### config.mk
export PLATFORM = sky130hd
export DESIGN_NAME = bit_serial_add_seq
export DESIGN_NICKNAME = d
export VERILOG_FILES = /design/src/rtl/bit_serial_add_seq_pkg.sv /design/src/rtl/serial_fa_cell.sv /design/src/rtl/bit_serial_add_seq.sv
export SDC_FILE = /design/constraint.sdc
export NUM_CORES = 1
export LEC_CHECK = 0
export BUFFER_PORTS_ARGS = -buffer_cell sky130_fd_sc_hd__buf_2
export CORE_MARGIN = 1
export CORE_UTILIZATION = 35
export DETAILED_ROUTE_END_ITERATION = 7
export MAX_ROUTING_LAYER = met4
export PLACE_DENSITY_LB_ADDON = 0.12
export SYNTH_ARGS = -nofsm -noshare
export SYNTH_HDL_FRONTEND = slang
export SYNTH_SLANG_ARGS = --single-unit
### constraint.sdc
create_clock -name clk -period 2 [get_ports clk]
set_input_delay 0.4 -clock clk [delete_from_list [all_inputs] [get_ports clk]]
set_output_delay 0.4 -clock clk [all_outputs]
set_load 0.02 [all_outputs]
### src/rtl/bit_serial_add_seq_pkg.sv
// Types and helpers shared by the bit-serial adder sequencer and the storage arrays beside it.
package bit_serial_add_seq_pkg;

  localparam int DEF_WIDTH = 8;
  localparam int MAX_WIDTH = 64;

  typedef enum logic [1:0] {
    IDLE,
    READ,
    WRITE,
    DONE
  } state_e;

  // Callers cast the result down to their own word-line count.
  function automatic logic [MAX_WIDTH-1:0] onehot(input logic [31:0] idx);
    onehot = MAX_WIDTH'(1) << idx;
  endfunction

endpackage

### src/rtl/serial_fa_cell.sv
// Single-bit full adder with B-invert for subtraction and the registered carry between steps.
module serial_fa_cell (
  input  logic clk,
  input  logic rst,
  input  logic load_i,
  input  logic load_val_i,
  input  logic en_i,
  input  logic a_i,
  input  logic b_i,
  input  logic sub_i,
  output logic sum_o,
  output logic cout_o,
  output logic cin_o
);

  logic carry_q;
  logic b_x;

  assign b_x    = b_i ^ sub_i;
  assign sum_o  = a_i ^ b_x ^ carry_q;
  assign cout_o = (a_i & b_x) | (carry_q & (a_i ^ b_x));
  assign cin_o  = carry_q;

  // NOTE: flops use non-blocking assignments so every register samples pre-edge values.
  always_ff @(posedge clk) begin
    if (rst) begin
      carry_q <= 1'b0;
    end else if (load_i) begin
      carry_q <= load_val_i;
    end else if (en_i) begin
      carry_q <= cout_o;
    end
  end

endmodule

### src/rtl/bit_serial_add_seq.sv
// Sequencer that walks operand bits out of arrays A/B, adds them serially and writes result array R.
module bit_serial_add_seq
  import bit_serial_add_seq_pkg::*;
#(
  parameter int WIDTH = DEF_WIDTH,
  parameter int LEN_W = 4
) (
  input  logic             clk,
  input  logic             rst,
  input  logic             start_i,
  input  logic             sub_i,
  input  logic [LEN_W-1:0] len_i,
  input  logic             to_adder_a_i,
  input  logic             to_adder_b_i,
  output logic [WIDTH-1:0] rwl_o,
  output logic [WIDTH-1:0] wwl_o,
  output logic             from_adder_o,
  output logic             busy_o,
  output logic             done_o,
  output logic             carry_out_o,
  output logic             overflow_o
);

  localparam int IDX_W = (WIDTH > 1) ? $clog2(WIDTH) : 1;

  state_e           state_q, state_d;
  logic [IDX_W-1:0] idx_q, idx_d;
  logic [IDX_W-1:0] last_q, last_d, last_eff;
  logic             sub_q, sub_d;
  logic             a_q, a_d;
  logic             b_q, b_d;
  logic             co_q, co_d;
  logic             ov_q, ov_d;
  logic             carry_load, carry_en;
  logic             sum, cout, cin;
  logic [WIDTH-1:0] idx_oh;

  assign idx_oh = WIDTH'(onehot(32'(idx_q)));

  // A zero or oversized length means a full-width operation.
  always_comb begin
    if (len_i == '0 || int'(len_i) > WIDTH) begin
      last_eff = IDX_W'(WIDTH - 1);
    end else begin
      last_eff = IDX_W'(len_i - 1'b1);
    end
  end

  serial_fa_cell u_fa (
    .clk        (clk),
    .rst        (rst),
    .load_i     (carry_load),
    .load_val_i (sub_i),
    .en_i       (carry_en),
    .a_i        (a_q),
    .b_i        (b_q),
    .sub_i      (sub_q),
    .sum_o      (sum),
    .cout_o     (cout),
    .cin_o      (cin)
  );

  always_ff @(posedge clk) begin
    if (rst) begin
      state_q <= IDLE;
      idx_q   <= '0;
      last_q  <= '0;
      sub_q   <= 1'b0;
      a_q     <= 1'b0;
      b_q     <= 1'b0;
      co_q    <= 1'b0;
      ov_q    <= 1'b0;
    end else begin
      state_q <= state_d;
      idx_q   <= idx_d;
      last_q  <= last_d;
      sub_q   <= sub_d;
      a_q     <= a_d;
      b_q     <= b_d;
      co_q    <= co_d;
      ov_q    <= ov_d;
    end
  end

  always_comb begin
    // NOTE: every signal gets a default first so no path leaves it unassigned (no latches).
    state_d      = state_q;
    idx_d        = idx_q;
    last_d       = last_q;
    sub_d        = sub_q;
    a_d          = a_q;
    b_d          = b_q;
    co_d         = co_q;
    ov_d         = ov_q;
    carry_load   = 1'b0;
    carry_en     = 1'b0;
    rwl_o        = '0;
    wwl_o        = '0;
    from_adder_o = 1'b0;
    busy_o       = 1'b0;
    done_o       = 1'b0;

    unique case (state_q)
      IDLE: begin
        if (start_i) begin
          sub_d      = sub_i;
          last_d     = last_eff;
          idx_d      = '0;
          carry_load = 1'b1;
          state_d    = READ;
        end
      end
      READ: begin
        busy_o  = 1'b1;
        rwl_o   = idx_oh;
        a_d     = to_adder_a_i;
        b_d     = to_adder_b_i;
        state_d = WRITE;
      end
      WRITE: begin
        busy_o       = 1'b1;
        wwl_o        = idx_oh;
        from_adder_o = sum;
        carry_en     = 1'b1;
        if (idx_q == last_q) begin
          co_d    = cout;
          ov_d    = cin ^ cout;
          state_d = DONE;
        end else begin
          idx_d   = idx_q + IDX_W'(1);
          state_d = READ;
        end
      end
      DONE: begin
        done_o  = 1'b1;
        state_d = IDLE;
      end
      default: state_d = IDLE;
    endcase
  end

  assign carry_out_o = co_q;
  assign overflow_o  = ov_q;

endmodule

**After elaboration in Yosys (flattened, before gate mapping)**

Cells that the tools add are included.

- Flip-flop bits (word level): 14
- Logic and storage cells: 52

- Add/subtract/negate cells: 2
- Magnitude comparators: 1
- Eq/ne operators: 6
- Shift-type cells: 1
- Multiplexer cells: 17
- Bitwise operators: 7
- Reduce and logical (&&, ||, !) cells: 9

Operators by type and width:

| kind | number |
|---|---|
| 2-to-1 mux 8 bit | 2 |
| 2-to-1 mux 3 bit | 3 |
| 2-to-1 mux 1 bit | 8 |
| one-hot mux 2 bit (4 select lines) | 1 |
| left shift 1 x 3 -> 8 bit, first input constant | 1 |
| one-hot mux 3 bit (2 select lines) | 1 |
| == test 2 bit, second input constant | 2 |
| > comparator 4 bit, second input constant | 1 |
| zero test 4 bit | 1 |
| 2-to-1 mux 2 bit | 2 |
| inequality test 2 bit, second input constant | 2 |
| AND reduction 2 bit | 2 |
| nonzero test 2 bit | 2 |
| XOR 1 bit | 4 |
| adder 3 x 1 -> 3 bit, second input constant | 1 |
| == test 3 bit | 1 |
| AND reduction 3 bit | 1 |
| subtractor 3 x 1 -> 3 bit, second input constant | 1 |
| AND 1 bit | 2 |
| == test 2 x 1 -> 1 bit, second input constant | 1 |
| zero test 2 bit | 1 |
| OR reduction 2 bit | 1 |
| logical OR 1 bit | 1 |
| bitwise OR 1 bit | 1 |

**Logic depth before layout (Yosys ltp)**

- Depth in word-level cells: 6
- Depth in mapped cells: 6
- Depth with buffers taken out: 6

**By module**

From an unflattened synthesis, not the netlist that was laid out.

- Cells, all modules: 120
- Area total of the unflattened synthesis: 1,069.8 sq um

Modules (own cells, without submodules):

| module | instances | cells each | area each (sq um) |
|---|---|---|---|
| bit_serial_add_seq | 1 | 109 | 969.7 |
| serial_fa_cell | 1 | 11 | 100.1 |

**Worst setup path before layout**

OpenSTA, ideal clock, no wires.

- Path type: register to register
- Start point: register state_q[0]
- End point: register co_q, in the netlist carry_out_o
- Library setup time: 0.128 ns
- Data arrival time: 1.475 ns
- Data required time: 1.872 ns
- Path slack: 0.398 ns
- Stages on the path, launching flop included: 7
- Path buffers: 0
- Cell sequence: dfxtp_1 > inv_1 > ha_1 > inv_1 > or4_4 > mux2i_1 > nor2_1

- Cells in the longest elaborated chain, start to end: 2

RTL lines:

| item | RTL line | RTL |
|---|---|---|
| start, declared | bit_serial_add_seq.sv:26 | `state_e state_q, state_d;` |
| start signal, assigned | bit_serial_add_seq.sv:74 | `state_q <= state_d;` |
| == test 2 bit | bit_serial_add_seq.sv:103 | `unique case (state_q)` |
| AND reduction 2 bit (no source line) | -- |  |
| end signal, assigned | bit_serial_add_seq.sv:80 | `co_q <= co_d;` |
| end, declared | bit_serial_add_seq.sv:32 | `logic co_q, co_d;` |

Every way passes these cells.
A chain may end at the register's enable or synchronous reset.

**Final worst setup path**

- Start point: register sub_q
- End point: output port from_adder_o

- Cells in the longest elaborated chain, start to end: 4

RTL lines:

| item | RTL line | RTL |
|---|---|---|
| start, declared | bit_serial_add_seq.sv:29 | `logic sub_q, sub_d;` |
| start signal, assigned | bit_serial_add_seq.sv:77 | `sub_q <= sub_d;` |
| XOR 1 bit | serial_fa_cell.sv:19 | `assign b_x = b_i ^ sub_i;` |
| XOR 1 bit (2 in series) | serial_fa_cell.sv:20 | `assign sum_o = a_i ^ b_x ^ carry_q;` |
| 2-to-1 mux 1 bit | bit_serial_add_seq.sv:103 |  |
| end, declared | bit_serial_add_seq.sv:17 | `output logic from_adder_o,` |

Every way passes these cells.

==> flow_summary.ini <==
[status]
status = finished clean

[global_routing]
met1_usage = 0.184
grt_pass1_vias = 694
antenna_found_initial = 0
grt.busiest_layer = met2
grt_pass1_wl_um = 3050
met3_usage = 0.0250
overflow = 0
grt_use_met2 = 0.246
track_usage = 0.151
grt_max_degree = 15

[setup_path]
crit_arrival_ps = 1500
reg2reg_to = carry_out_o
required_ps = 1600
reg2reg_slack_ps = 400
reg2regPathDepth = 6
crit_type = reg2out
startpoint = sub_q
crit_end = from_adder_o
crit_fanout = 2
cp-end-kind = output port
startpoint_type = flip-flop
r2r-start = state_q[0]

[finish]
instances_no_fill = 169
final_nets = 163
drive_gt1_frac = 0.381
nFillCells = 252
syn2layout_area_growth_pct = 23.7
antenna_cells = 0

[sta]
clock_skew_ps = 3.04
setup_viol = 0
fin_crit_sh = 0.950
max_freq_ghz = 0.526
worst_pin_slew_ps = 431
hold_viol = 0
slew_violations = 0
maxSlewHeadroom = 0.709
final.setup.tns_ps = 0
rsz0062_at_grt = no
min_period_ps = 1900

[logic_synthesis]
synth-edff-count = 0
synthMuxAreaShare = 0.0534
post-synth-top-area-cell = dfxtp_1
netlist_instances = 108
synth_xor_area_frac = 0.0716
avgSynthCellArea_sq_um = 8.90
synth_seq_area_share = 0.292
yosys.area_share.simple = 0.240
yosysMostFrequentCell = dfxtp_1
synth_top_cells_by_area = dfxtp_1 29%, ha_1 16%, and2_1 5.2%
synthFlopType = dfxtp_1
synth_compound_area_frac = 0.112
yosys_register_bits = 14
ys_warn_count = 0
synth_cell_type_count = 28
synth_nets = 131
netlist_top_cells_count = 14 x dfxtp_1, 12 x ha_1, 9 x a21oi_1
synth_top_family_by_area = simple AND/OR/NAND/NOR gates
synthArstFlopShare = 0
syn_area_sq_um = 961
yosys.area_share.adder = 0.177
yosysTopAreaCellShare = 0.292

[clocking]
cts.sinks = 14
cts-root-buf = clkbuf_4
clk_path_buf_depth = 2
htreeDepth = 1
postCtsSetupBuffers = 0
insertion_delay_ps = 270
cts_tree = done
path_clk_slew_ps = 90
cts_inserted_buffers = 3

[routing]
num_vias = 817
finalWirelength_um = 1890
drt_drc_violations_left = 0
drt_first_pass_iters = 4
drt_iter0_drc = 13
drt-vias-per-instance = 4.83
final_antenna_net_count = 0
avgRoutedWirePerCell_um = 11.2

[flow_run]
drv_cap = 0

[worst_hold_path]
min_from = len_i[0]
hp-class = in2reg

[die]
die_area_sq_um = 2960
pin_count = 31
die_w_um = 54.4
rows = 18
initial_utilization = 0.378
die_y_um = 54.4
fp.coreArea_sq_um = 2540

[power_and_ir_drop]
ir_worst_vdd_uv = 370
p_leak_nw = 0.632
p_per_area_nw_per_um2 = 645

[placed_design]
io_buffer_count = 30
placedCellCount = 165
dp_hpwl_um = 1540
gp_congestion = 0.742
[cell families (layout without fill, tap and decap cells)]
kind of cell,count (synthesis),in the layout
multiplexers,5,5
buffers and inverters,12,43
AND/OR/NAND/NOR,40,40
AO/OA/AOI/OAI,17,17
flip-flops,14,14
XOR/XNOR,7,7
adder cells (fa/ha/maj),13,13
[state kept, by name, indices dropped and copies added (netlist names)]
register / cells
overflow_o: 1
idx_q: 3
state_q: 2
a_q: 1
last_q: 3
carry_out_o: 1
b_q: 1
sub_q: 1
u_fa.cin_o: 1
[layout by cell type (no fill, tap or decap), drive strengths merged, types with 4 or more instances in the layout]
master,synthesis,layout
a21oi,9,9
and2,8,8
and3,9,9
buf,1,31
clkbuf,3,4
dfxtp,14,14
ha,12,12
inv,8,8
mux2i,4,4
nand2,4,4
nor2,8,8
xor2,6,6
[through the flow]
step	worst slack, ps	utilization	hold slack (ps)	cell area, sq um	power [mW]
global route	5.45	0.467	292	1190	0.827
floorplan	398	-	448	961	0.505
CTS	41.2	0.461	300	1170	0.774
finish	99.6	0.467	312	1190	0.766
detailed placement	303	0.445	484	1130	0.567
global placement	352	0.445	474	1130	0.559
[critical path: stages (launching register included)]
cell	delay [ps]
dfxtp_2	340
xor2_2	170
fa_1	470
and2_1	110
buf_4	130
[how the worst min path moves through the flow]
stage | end | slack, ps | cells after the start
2_1_floorplan | sub_q | 450 | 2
6_report | last_q[0] | 310 | 2
3_5_place_dp | sub_q | 480 | 2
5_1_grt | last_q[0] | 290 | 2
3_3_place_gp | sub_q | 470 | 2
4_1_cts | last_q[0] | 300 | 2
[layer usage]
metal / up-vias / routed length [um]
met4: 0 / 0
met1: 368 / 942
met2: 24 / 869
li1: 425 / -
met5: - / 0
met3: 0 / 83
[where the power goes]
| part | switching, mW | internal [mW] | leakage, nW | total (mW) |
|---|---|---|---|---|
| registers | 0.0258 | 0.307 | 0.116 | 0.333 |
| logic | 0.137 | 0.0959 | 0.494 | 0.233 |
| clock network | 0.0899 | 0.111 | 0.0210 | 0.200 |
| total | 0.253 | 0.513 | 0.632 | 0.766 |
[what timing repair did]
item / 4_1_cts / 5_1_grt
hold buffers: 0 / 0
setup endpoints to repair: 3 / 13
hold endpoints to repair: 0 / 0
gates resized for setup: 1 / 7
pin swaps: 0 / 1
[cell type report]
class,count,area (sq um),area share
multi-input cells,82,638,0.537
clock buffers,4,36.3,0.0305
flip-flops and latches,14,287,0.241
repair buffers,31,160,0.135
inverters,8,30.0,0.0253
well taps,30,37.5,0.0316
(Power assumes the default switching activity.)
